==> src/rtl/forwarding_hazard_unit_pkg.sv <==
// Shared constants for the ID-stage forwarding/hazard unit and the EX-stage operand muxes.
// Forwarding-select codes, FSM state encoding and default widths live here.
package forwarding_hazard_unit_pkg;

    localparam int unsigned REG_ADDR_W = 5;
    localparam int unsigned FWD_W      = 2;

    typedef logic [1:0] fwd_sel_t;

    // Select codes shared with the EX-stage operand muxes
    localparam fwd_sel_t FWD_ORIGINAL = 2'b00;  // register-file value
    localparam fwd_sel_t FWD_MEM      = 2'b01;  // Write_Data_WB
    localparam fwd_sel_t FWD_EX       = 2'b10;  // ALU_Result_MEM

    typedef enum logic {
        StRun     = 1'b0,
        StLuStall = 1'b1
    } hz_state_e;

endpackage

==> src/rtl/forwarding_hazard_unit_fwd_select.sv <==
// fwd_select: next forwarding select for one source operand.
// The EX-stage producer is younger than the MEM-stage one, so it wins.
module forwarding_hazard_unit_fwd_select #(
    parameter int unsigned REG_ADDR_W = forwarding_hazard_unit_pkg::REG_ADDR_W
) (
    input  logic [REG_ADDR_W-1:0] i_src_reg,
    input  logic                  i_use_src,
    input  logic [REG_ADDR_W-1:0] i_write_reg_ex,
    input  logic                  i_reg_write_ex,
    input  logic [REG_ADDR_W-1:0] i_write_reg_mem,
    input  logic                  i_reg_write_mem,
    output logic [1:0]            o_fwd_sel
);
    import forwarding_hazard_unit_pkg::*;

    logic w_ex_hit;
    logic w_mem_hit;

    // Register 0 is hard-wired zero and never forwarded
    assign w_ex_hit  = i_use_src && i_reg_write_ex && (i_write_reg_ex != '0)
                       && (i_write_reg_ex == i_src_reg);
    assign w_mem_hit = i_use_src && i_reg_write_mem && (i_write_reg_mem != '0)
                       && (i_write_reg_mem == i_src_reg);

    // Priority pick: EX producer first, then MEM producer, else register file
    always_comb begin
        o_fwd_sel = FWD_ORIGINAL;
        if (w_ex_hit) begin
            o_fwd_sel = FWD_EX;
        end else if (w_mem_hit) begin
            o_fwd_sel = FWD_MEM;
        end
    end

endmodule

==> src/rtl/forwarding_hazard_unit.sv <==
// ID-stage forwarding and load-use hazard unit.
// Registers the EX forwarding selects and raises a one-cycle stall/bubble on a load-use
// dependency. Hold freezes everything; Flush squashes the ID instruction.
// Optional build macro STALL_COUNT_EN adds a 32-bit stall-cycle counter output.
module forwarding_hazard_unit #(
    parameter int unsigned REG_ADDR_W = forwarding_hazard_unit_pkg::REG_ADDR_W,
    parameter int unsigned FWD_W      = forwarding_hazard_unit_pkg::FWD_W
) (
    input  logic                  i_clk,
    input  logic                  i_rst_n,
    input  logic [REG_ADDR_W-1:0] i_rs_id,
    input  logic [REG_ADDR_W-1:0] i_rt_id,
    input  logic                  i_use_rs_id,
    input  logic                  i_use_rt_id,
    input  logic [REG_ADDR_W-1:0] i_write_reg_ex,
    input  logic                  i_reg_write_ex,
    input  logic                  i_mem_read_ex,
    input  logic [REG_ADDR_W-1:0] i_write_reg_mem,
    input  logic                  i_reg_write_mem,
    input  logic                  i_hold,
    input  logic                  i_flush,
    output logic [FWD_W-1:0]      o_forward_a,
    output logic [FWD_W-1:0]      o_forward_b,
    output logic                  o_stall,
    output logic                  o_id_ex_bubble
`ifdef STALL_COUNT_EN
    ,
    output logic [31:0]           o_stall_count
`endif
);
    import forwarding_hazard_unit_pkg::*;

    hz_state_e r_state;
    fwd_sel_t  r_fwd_a;
    fwd_sel_t  r_fwd_b;

    fwd_sel_t  w_next_a;
    fwd_sel_t  w_next_b;
    logic      w_load_use;

    forwarding_hazard_unit_fwd_select #(
        .REG_ADDR_W (REG_ADDR_W)
    ) u_fwd_select_a (
        .i_src_reg       (i_rs_id),
        .i_use_src       (i_use_rs_id),
        .i_write_reg_ex  (i_write_reg_ex),
        .i_reg_write_ex  (i_reg_write_ex),
        .i_write_reg_mem (i_write_reg_mem),
        .i_reg_write_mem (i_reg_write_mem),
        .o_fwd_sel       (w_next_a)
    );

    forwarding_hazard_unit_fwd_select #(
        .REG_ADDR_W (REG_ADDR_W)
    ) u_fwd_select_b (
        .i_src_reg       (i_rt_id),
        .i_use_src       (i_use_rt_id),
        .i_write_reg_ex  (i_write_reg_ex),
        .i_reg_write_ex  (i_reg_write_ex),
        .i_write_reg_mem (i_write_reg_mem),
        .i_reg_write_mem (i_reg_write_mem),
        .o_fwd_sel       (w_next_b)
    );

    // A load in EX whose result the ID instruction needs cannot be forwarded in time
    assign w_load_use = i_mem_read_ex && i_reg_write_ex && (i_write_reg_ex != '0)
                        && ((i_use_rs_id && (i_write_reg_ex == i_rs_id))
                            || (i_use_rt_id && (i_write_reg_ex == i_rt_id)));

    // Hold suppresses both strobes; flush alone still bubbles ID/EX
    always_comb begin
        o_stall        = 1'b0;
        o_id_ex_bubble = 1'b0;
        if (!i_hold) begin
            if (i_flush) begin
                o_id_ex_bubble = 1'b1;
            end else if ((r_state == StRun) && w_load_use) begin
                o_stall        = 1'b1;
                o_id_ex_bubble = 1'b1;
            end
        end
    end

    // FSM with registered forwarding selects
    always_ff @(posedge i_clk or negedge i_rst_n) begin
        if (!i_rst_n) begin
            r_state <= StRun;
            r_fwd_a <= FWD_ORIGINAL;
            r_fwd_b <= FWD_ORIGINAL;
        end else if (!i_hold) begin
            if (i_flush) begin
                r_state <= StRun;
                r_fwd_a <= FWD_ORIGINAL;
                r_fwd_b <= FWD_ORIGINAL;
            end else begin
                unique case (r_state)
                    StRun: begin
                        if (w_load_use) begin
                            // Bubble goes to EX; selects must not point at stale producers
                            r_state <= StLuStall;
                            r_fwd_a <= FWD_ORIGINAL;
                            r_fwd_b <= FWD_ORIGINAL;
                        end else begin
                            r_state <= StRun;
                            r_fwd_a <= w_next_a;
                            r_fwd_b <= w_next_b;
                        end
                    end
                    StLuStall: begin
                        // Load has reached MEM, so re-evaluated selects pick WB data
                        r_state <= StRun;
                        r_fwd_a <= w_next_a;
                        r_fwd_b <= w_next_b;
                    end
                    default: begin
                        r_state <= StRun;
                        r_fwd_a <= FWD_ORIGINAL;
                        r_fwd_b <= FWD_ORIGINAL;
                    end
                endcase
            end
        end
    end

    assign o_forward_a = FWD_W'(r_fwd_a);
    assign o_forward_b = FWD_W'(r_fwd_b);

`ifdef STALL_COUNT_EN
    logic [31:0] r_stall_count;

    // Count stall cycles, wrapping naturally at 2^32
    always_ff @(posedge i_clk or negedge i_rst_n) begin
        if (!i_rst_n) begin
            r_stall_count <= 32'd0;
        end else if (o_stall) begin
            r_stall_count <= r_stall_count + 32'd1;
        end
    end

    assign o_stall_count = r_stall_count;
`endif

endmodule

==> config.mk <==
export PLATFORM = sky130hd
export DESIGN_NAME = forwarding_hazard_unit
export DESIGN_NICKNAME = d
export VERILOG_FILES = /design/src/rtl/forwarding_hazard_unit_pkg.sv /design/src/rtl/forwarding_hazard_unit_fwd_select.sv /design/src/rtl/forwarding_hazard_unit.sv
export SDC_FILE = /design/constraint.sdc
export NUM_CORES = 1
export LEC_CHECK = 0
export BUFFER_PORTS_ARGS = -buffer_cell sky130_fd_sc_hd__buf_2
export CAP_MARGIN = 30
export CORE_ASPECT_RATIO = 0.9
export CORE_UTILIZATION = 36
export DETAILED_ROUTE_END_ITERATION = 10
export PLACE_DENSITY_LB_ADDON = 0.05
export SLEW_MARGIN = 20
export SYNTH_ARGS = -nofsm -noshare
export SYNTH_HDL_FRONTEND = slang
export SYNTH_SLANG_ARGS = --single-unit
==> constraint.sdc <==
create_clock -name i_clk -period 1.4 [get_ports i_clk]
set_input_delay 0.21 -clock i_clk [delete_from_list [all_inputs] [get_ports i_clk]]
set_output_delay 0.21 -clock i_clk [all_outputs]
set_load 0.005 [all_outputs]
# Yosys cells after proc, flatten, opt, wreduce, memory -nomap -nowiden
# Index checks and enable logic that the tools add are counted.
[totals]
register_bits = 5
in_bits = 29
output_inout_bits = 6
word_cells = 47
[op_classes]
n_eq_ne = 4
mux = 18
bitwise_logic = 1
reduce_logical = 21
[ops]
columns = ["op", "n"]
rows = [
  ["$eq 5x5->1", 4],
  ["$logic_and 1x1->1", 18],
  ["$mux 2", 6],
  ["$reduce_bool 5->1", 2],
  ["$mux 1", 9],
  ["$pmux 2 s2", 2],
  ["$pmux 1 s2", 1],
  ["$logic_or 1x1->1", 1],
  ["$not 1->1", 1],
]

# Longest topological paths before layout
[logic_depth]
depth_word = 8
mapped_depth = 5
ltp_nobuf = 5

# Modules after synthesis
# Synthesis repeated with hierarchy kept, for this count alone.
[unflattened]
cells_unflattened = 84
hier_area_um2 = 748.2
[modules_own_cells]
columns = ["mod", "instances", "cells_each", "area_per_inst_um2", "seq_area_each_um2"]
rows = [
  ["forwarding_hazard_unit", 1, 44, 417.9, 125.1],
  ["forwarding_hazard_unit_fwd_select", 2, 20, 165.2, 0.0],
]

# Worst setup path before layout
# Ideal clock, no wire load.
[synth_timing]
kind = "input -> output"
from = "in i_rs_id[3]"
to = "out o_stall"
arrival_time_ns = 1.275
required_time_ns = 1.190
slack_ns = -0.085
path_stages = 5
path_buffers = 0
cell_sequence = "xor2_1 > nor4_2 > nand3_4 > a211o_1 > nor3_1"
[synth_between]
elab_chain_cells = 8
[synth_lines]
columns = ["item", "line", "source"]
rows = [
  ["from (decl)", "forwarding_hazard_unit.sv:11", "input logic [REG_ADDR_W-1:0] i_rs_id,"],
  ["$eq 5x5->1", "forwarding_hazard_unit.sv:67", "&& ((i_use_rs_id && (i_write_reg_ex == i_rs_id))"],
  ["$logic_and 1x1->1", "forwarding_hazard_unit.sv:67", ""],
  ["$logic_or 1x1->1", "forwarding_hazard_unit.sv:68", "|| (i_use_rt_id && (i_write_reg_ex == i_rt_id)));"],
  ["$logic_and 1x1->1", "forwarding_hazard_unit.sv:67", ""],
  ["$logic_and 1x1->1", "forwarding_hazard_unit.sv:77", "end else if ((r_state == StRun) && w_load_use) begin"],
  ["$mux 1", "forwarding_hazard_unit.sv:77", ""],
  ["$mux 1", "forwarding_hazard_unit.sv:75", "if (i_flush) begin"],
  ["$mux 1", "forwarding_hazard_unit.sv:74", "if (!i_hold) begin"],
  ["to (decl)", "forwarding_hazard_unit.sv:24", "output logic o_stall,"],
]
# No other way between the ends.

# Worst setup path in the final report
[layout_timing]
from = "in i_rs_id[1]"
to = "out o_stall"
# Same word-level chain as after synthesis.

==> impl_metrics.xml <==
<?xml version="1.0" encoding="UTF-8"?>
<metrics>
  <group name="timing">
    <metric name="max_slew_margin" unit="">0.823</metric>
    <metric name="setup_viol_count_final" unit="">3</metric>
    <metric name="timing.final.max_slew_violations" unit="">0</metric>
    <metric name="rsz_0062_raised_after_global_routing" unit="">true</metric>
    <metric name="postLayoutSetupSlackWorst" unit="ns">-0.321</metric>
    <metric name="report.final.hold_viol_count" unit="">0</metric>
    <metric name="fin_worst_hold_slack" unit="ns">0.279</metric>
    <metric name="min_period" unit="ns">1.72</metric>
    <metric name="totalNegativeSetupSlack" unit="ns">-0.629</metric>
    <metric name="worstMarginPinSlew" unit="ns">0.263</metric>
    <metric name="clock_skew" unit="ns">0.000551</metric>
    <metric name="final_period_utilization" unit="">1.23</metric>
    <metric name="fmaxAchievable" unit="MHz">581</metric>
  </group>
  <group name="power">
    <metric name="irDropWorstVdd" unit="mV">0.531</metric>
    <metric name="totalPowerFinal" unit="mW">0.522</metric>
    <metric name="total_leakage_power" unit="nW">0.440</metric>
    <metric name="pwr_density_cell" unit="nW/um^2">548</metric>
  </group>
  <group name="job">
    <metric name="max_cap_violations" unit="">0</metric>
  </group>
  <group name="placed_design">
    <metric name="io_buffers" unit="">34</metric>
    <metric name="hpwlAfterDp" unit="microns">1270</metric>
    <metric name="post_dp_cell_area" unit="sq um">818</metric>
    <metric name="pre_cts_slack" unit="ns">-0.320</metric>
    <metric name="routabilityCongestion" unit="">0.780</metric>
    <metric name="placedCellCount" unit="">115</metric>
  </group>
  <group name="synth">
    <metric name="syn_inst" unit="">56</metric>
    <metric name="synth_fa_ha_area_frac" unit="">0</metric>
    <metric name="synthesis.nets" unit="">85</metric>
    <metric name="seq_area_frac_synth" unit="">0.230</metric>
    <metric name="synth.ff_latch_count" unit="">5</metric>
    <metric name="synth_area_per_cell" unit="sq um">9.72</metric>
    <metric name="synthXorXnorAreaFrac" unit="">0.322</metric>
    <metric name="synth_top_family_by_area" unit="">XOR/XNOR gates</metric>
    <metric name="synth.area.mux_share" unit="">0</metric>
    <metric name="synth_simple_gate_area_share" unit="">0.239</metric>
    <metric name="yosysUniqueCellTypes" unit="">26</metric>
    <metric name="yosysWarningCount" unit="">0</metric>
    <metric name="synth-async-reset-ratio" unit="">1.00</metric>
    <metric name="count_of_flip_flops_with_a_built_in_enable_after_synthesis" unit="">0</metric>
    <metric name="post_synth_instance_area" unit="sq um">544</metric>
    <metric name="post_synthesis_compound_gate_area_fraction" unit="">0.195</metric>
    <metric name="postSynth.topFlopCell" unit="">sky130_fd_sc_hd__dfrtp_1</metric>
  </group>
  <group name="clock_tree">
    <metric name="numCtsBuffers" unit="">3</metric>
    <metric name="clock_latency_on_the_worst_skew_pair" unit="ns">0.24</metric>
    <metric name="max-clock-path-buffers" unit="">2</metric>
    <metric name="cts-htree-levels" unit="">1</metric>
    <metric name="cts.sinks" unit="">5</metric>
    <metric name="clock_tree.root_cell" unit="">sky130_fd_sc_hd__clkbuf_4</metric>
    <metric name="path_clk_slew" unit="ns">0.04</metric>
    <metric name="tritoncts" unit="">yes</metric>
  </group>
  <group name="drt">
    <metric name="ant_nets" unit="">0</metric>
    <metric name="routed_via_density" unit="">5.10</metric>
    <metric name="first_drt_pass_iteration_count" unit="">3</metric>
    <metric name="drt-wirelength-per-cell" unit="microns">13.3</metric>
    <metric name="num_vias" unit="">622</metric>
    <metric name="first_iter_violations" unit="">6</metric>
    <metric name="drcViolationCount" unit="">0</metric>
    <metric name="finalWirelength" unit="microns">1630</metric>
  </group>
  <group name="layout">
    <metric name="final_util" unit="">0.722</metric>
    <metric name="layout.cells.non_filler" unit="">122</metric>
    <metric name="total_inserted_antenna_cells" unit="">0</metric>
    <metric name="flow.area_growth_from_synthesis" unit="%">75.2</metric>
    <metric name="fillCellCount" unit="">108</metric>
    <metric name="layout.cells.most_common_list" unit="">31 x sky130_fd_sc_hd__buf_2, 14 x sky130_fd_sc_hd__xor2_1, 13 x sky130_fd_sc_hd__buf_4</metric>
    <metric name="final_common_cell" unit="">sky130_fd_sc_hd__buf_2</metric>
    <metric name="share_of_layout_cells_above_drive_strength_1" unit="">0.574</metric>
    <metric name="design.final.nets" unit="">138</metric>
    <metric name="design_area" unit="sq um">953</metric>
  </group>
  <group name="floorplanning">
    <metric name="initial_standard_cell_utilization_of_the_core" unit="">0.412</metric>
    <metric name="fp-row-count" unit="">12</metric>
    <metric name="ios" unit="">35</metric>
    <metric name="die_area" unit="sq um">1670</metric>
    <metric name="core-area" unit="sq um">1320</metric>
    <metric name="die_y" unit="microns">38.9</metric>
    <metric name="die-width" unit="microns">43.0</metric>
  </group>
  <group name="grt">
    <metric name="number_of_antenna_violations_at_the_first_check_in_global_routing" unit="">0</metric>
    <metric name="gr-usage-all-layers" unit="">0.220</metric>
    <metric name="overflow" unit="">0</metric>
    <metric name="first_pass_grt_wire_length" unit="microns">2550</metric>
    <metric name="via_count_of_the_first_global_routing_pass" unit="">591</metric>
    <metric name="grt_max_degree" unit="">11</metric>
  </group>
  <group name="critical_path">
    <metric name="cp-start-kind" unit="">primary input</metric>
    <metric name="crit_buf_inv" unit="">2</metric>
    <metric name="critPathSlowestCell" unit="">sky130_fd_sc_hd__a211o_1</metric>
    <metric name="biggest_fanout_along_the_worst_timing_path" unit="">2</metric>
    <metric name="worst_path_dominant_cell_family" unit="">simple AND/OR/NAND/NOR gates</metric>
    <metric name="worstPathArrival" unit="ns">1.51</metric>
    <metric name="critical-path-max-stage-delay" unit="ns">0.32</metric>
    <metric name="timing.critical_path.to_type" unit="">primary output</metric>
    <metric name="crit_path_cell_trace" unit="">buf_8 &gt; xor2_4 &gt; nor4_4 &gt; nand3_4 &gt; a211o_1 &gt; nor3_1 &gt; buf_2</metric>
    <metric name="cp.required" unit="ns">1.19</metric>
    <metric name="reg2reg_slack" unit="ns">0.34</metric>
    <metric name="setup_cp_type" unit="">primary input to primary output</metric>
  </group>
  <group name="status">
    <metric name="run_status" unit="">complete, but fails checks</metric>
    <metric name="failing_checks" unit="">negative setup slack</metric>
  </group>
  <group name="min_path">
    <metric name="hold_path.class" unit="">primary input to register</metric>
  </group>
</metrics>
## worst register-to-register path, cell delays in order, from the launching register on
cell and delay, ns:
sky130_fd_sc_hd__dfrtp_1 0.36, sky130_fd_sc_hd__nand2b_1 0.21, sky130_fd_sc_hd__a211oi_4 0.25, sky130_fd_sc_hd__o31ai_1 0.11
## synth_stat cells, types with 2 or more instances
| cell type | number | area [sq um] |
|---|---|---|
| sky130_fd_sc_hd__o31ai_1 | 3 | 22.5 |
| sky130_fd_sc_hd__nand2_1 | 4 | 15.0 |
| sky130_fd_sc_hd__nor2_1 | 2 | 7.51 |
| sky130_fd_sc_hd__xnor2_1 | 4 | 35.0 |
| sky130_fd_sc_hd__nor4_2 | 2 | 25.0 |
| sky130_fd_sc_hd__dfrtp_1 | 5 | 125 |
| sky130_fd_sc_hd__xor2_1 | 16 | 140 |
| sky130_fd_sc_hd__nor4_1 | 2 | 12.5 |
## layout make-up
cell class	instances	area, sq um	area share
inverter	1	3.75	0.00394
multi-input combinational	49	462	0.484
clock buffer	4	26.3	0.0276
tap	14	17.5	0.0184
sequential	5	125	0.131
timing repair buffer	49	319	0.335
## kinds of logic after synthesis
kind of cell	after synthesis
AND/OR/NAND/NOR	18
flip-flops	5
XOR/XNOR	20
AO/OA/AOI/OAI	11
buffers and inverters	2
## registers in the layout, summed over array words and instances, names as in the netlist
name and count:
r_state 1, o_forward_b 2, o_forward_a 2
## timing repair
action                                 CTS  global route
cloned                                   0             0
gates resized for setup                 10             6
setup endpoints to repair                3             5
endpoints found under the hold margin    5             0
pin swaps                               11             8
buffers inserted                         4             2
hold buffers                             1             0
## path summary, 6_finish.rpt
kind                                            start                         end  cells past startpoint
max                                        i_rs_id[1]                     o_stall                      7
max in group asynchronous                     i_rst_n  o_forward_b[0]$_DFFE_PN0N_                      2
max reg2reg                       r_state$_DFFE_PN0N_  o_forward_b[0]$_DFFE_PN0N_                      3
min in group asynchronous                     i_rst_n  o_forward_b[1]$_DFFE_PN0N_                      2
min                                            i_hold  o_forward_b[1]$_DFFE_PN0N_                      2
min reg2reg                o_forward_b[1]$_DFFE_PN0N_  o_forward_b[1]$_DFFE_PN0N_                      2
## report_power, final
| part | switching, mW | internal, mW |
|---|---|---|
| Combinational | 0.101 | 0.107 |
| Sequential | 0.000287 | 0.146 |
| Clock | 0.0606 | 0.108 |
| Total | 0.161 | 0.361 |
## routing by layer
metal  up-vias  track usage  share of wire
li1        311            -              -
met1       295        0.261           0.46
met2        16        0.390           0.50
met3         0       0.0888          0.041
met4         0       0.0227              0
met5         -            0              0
(Power assumes the default switching activity.)
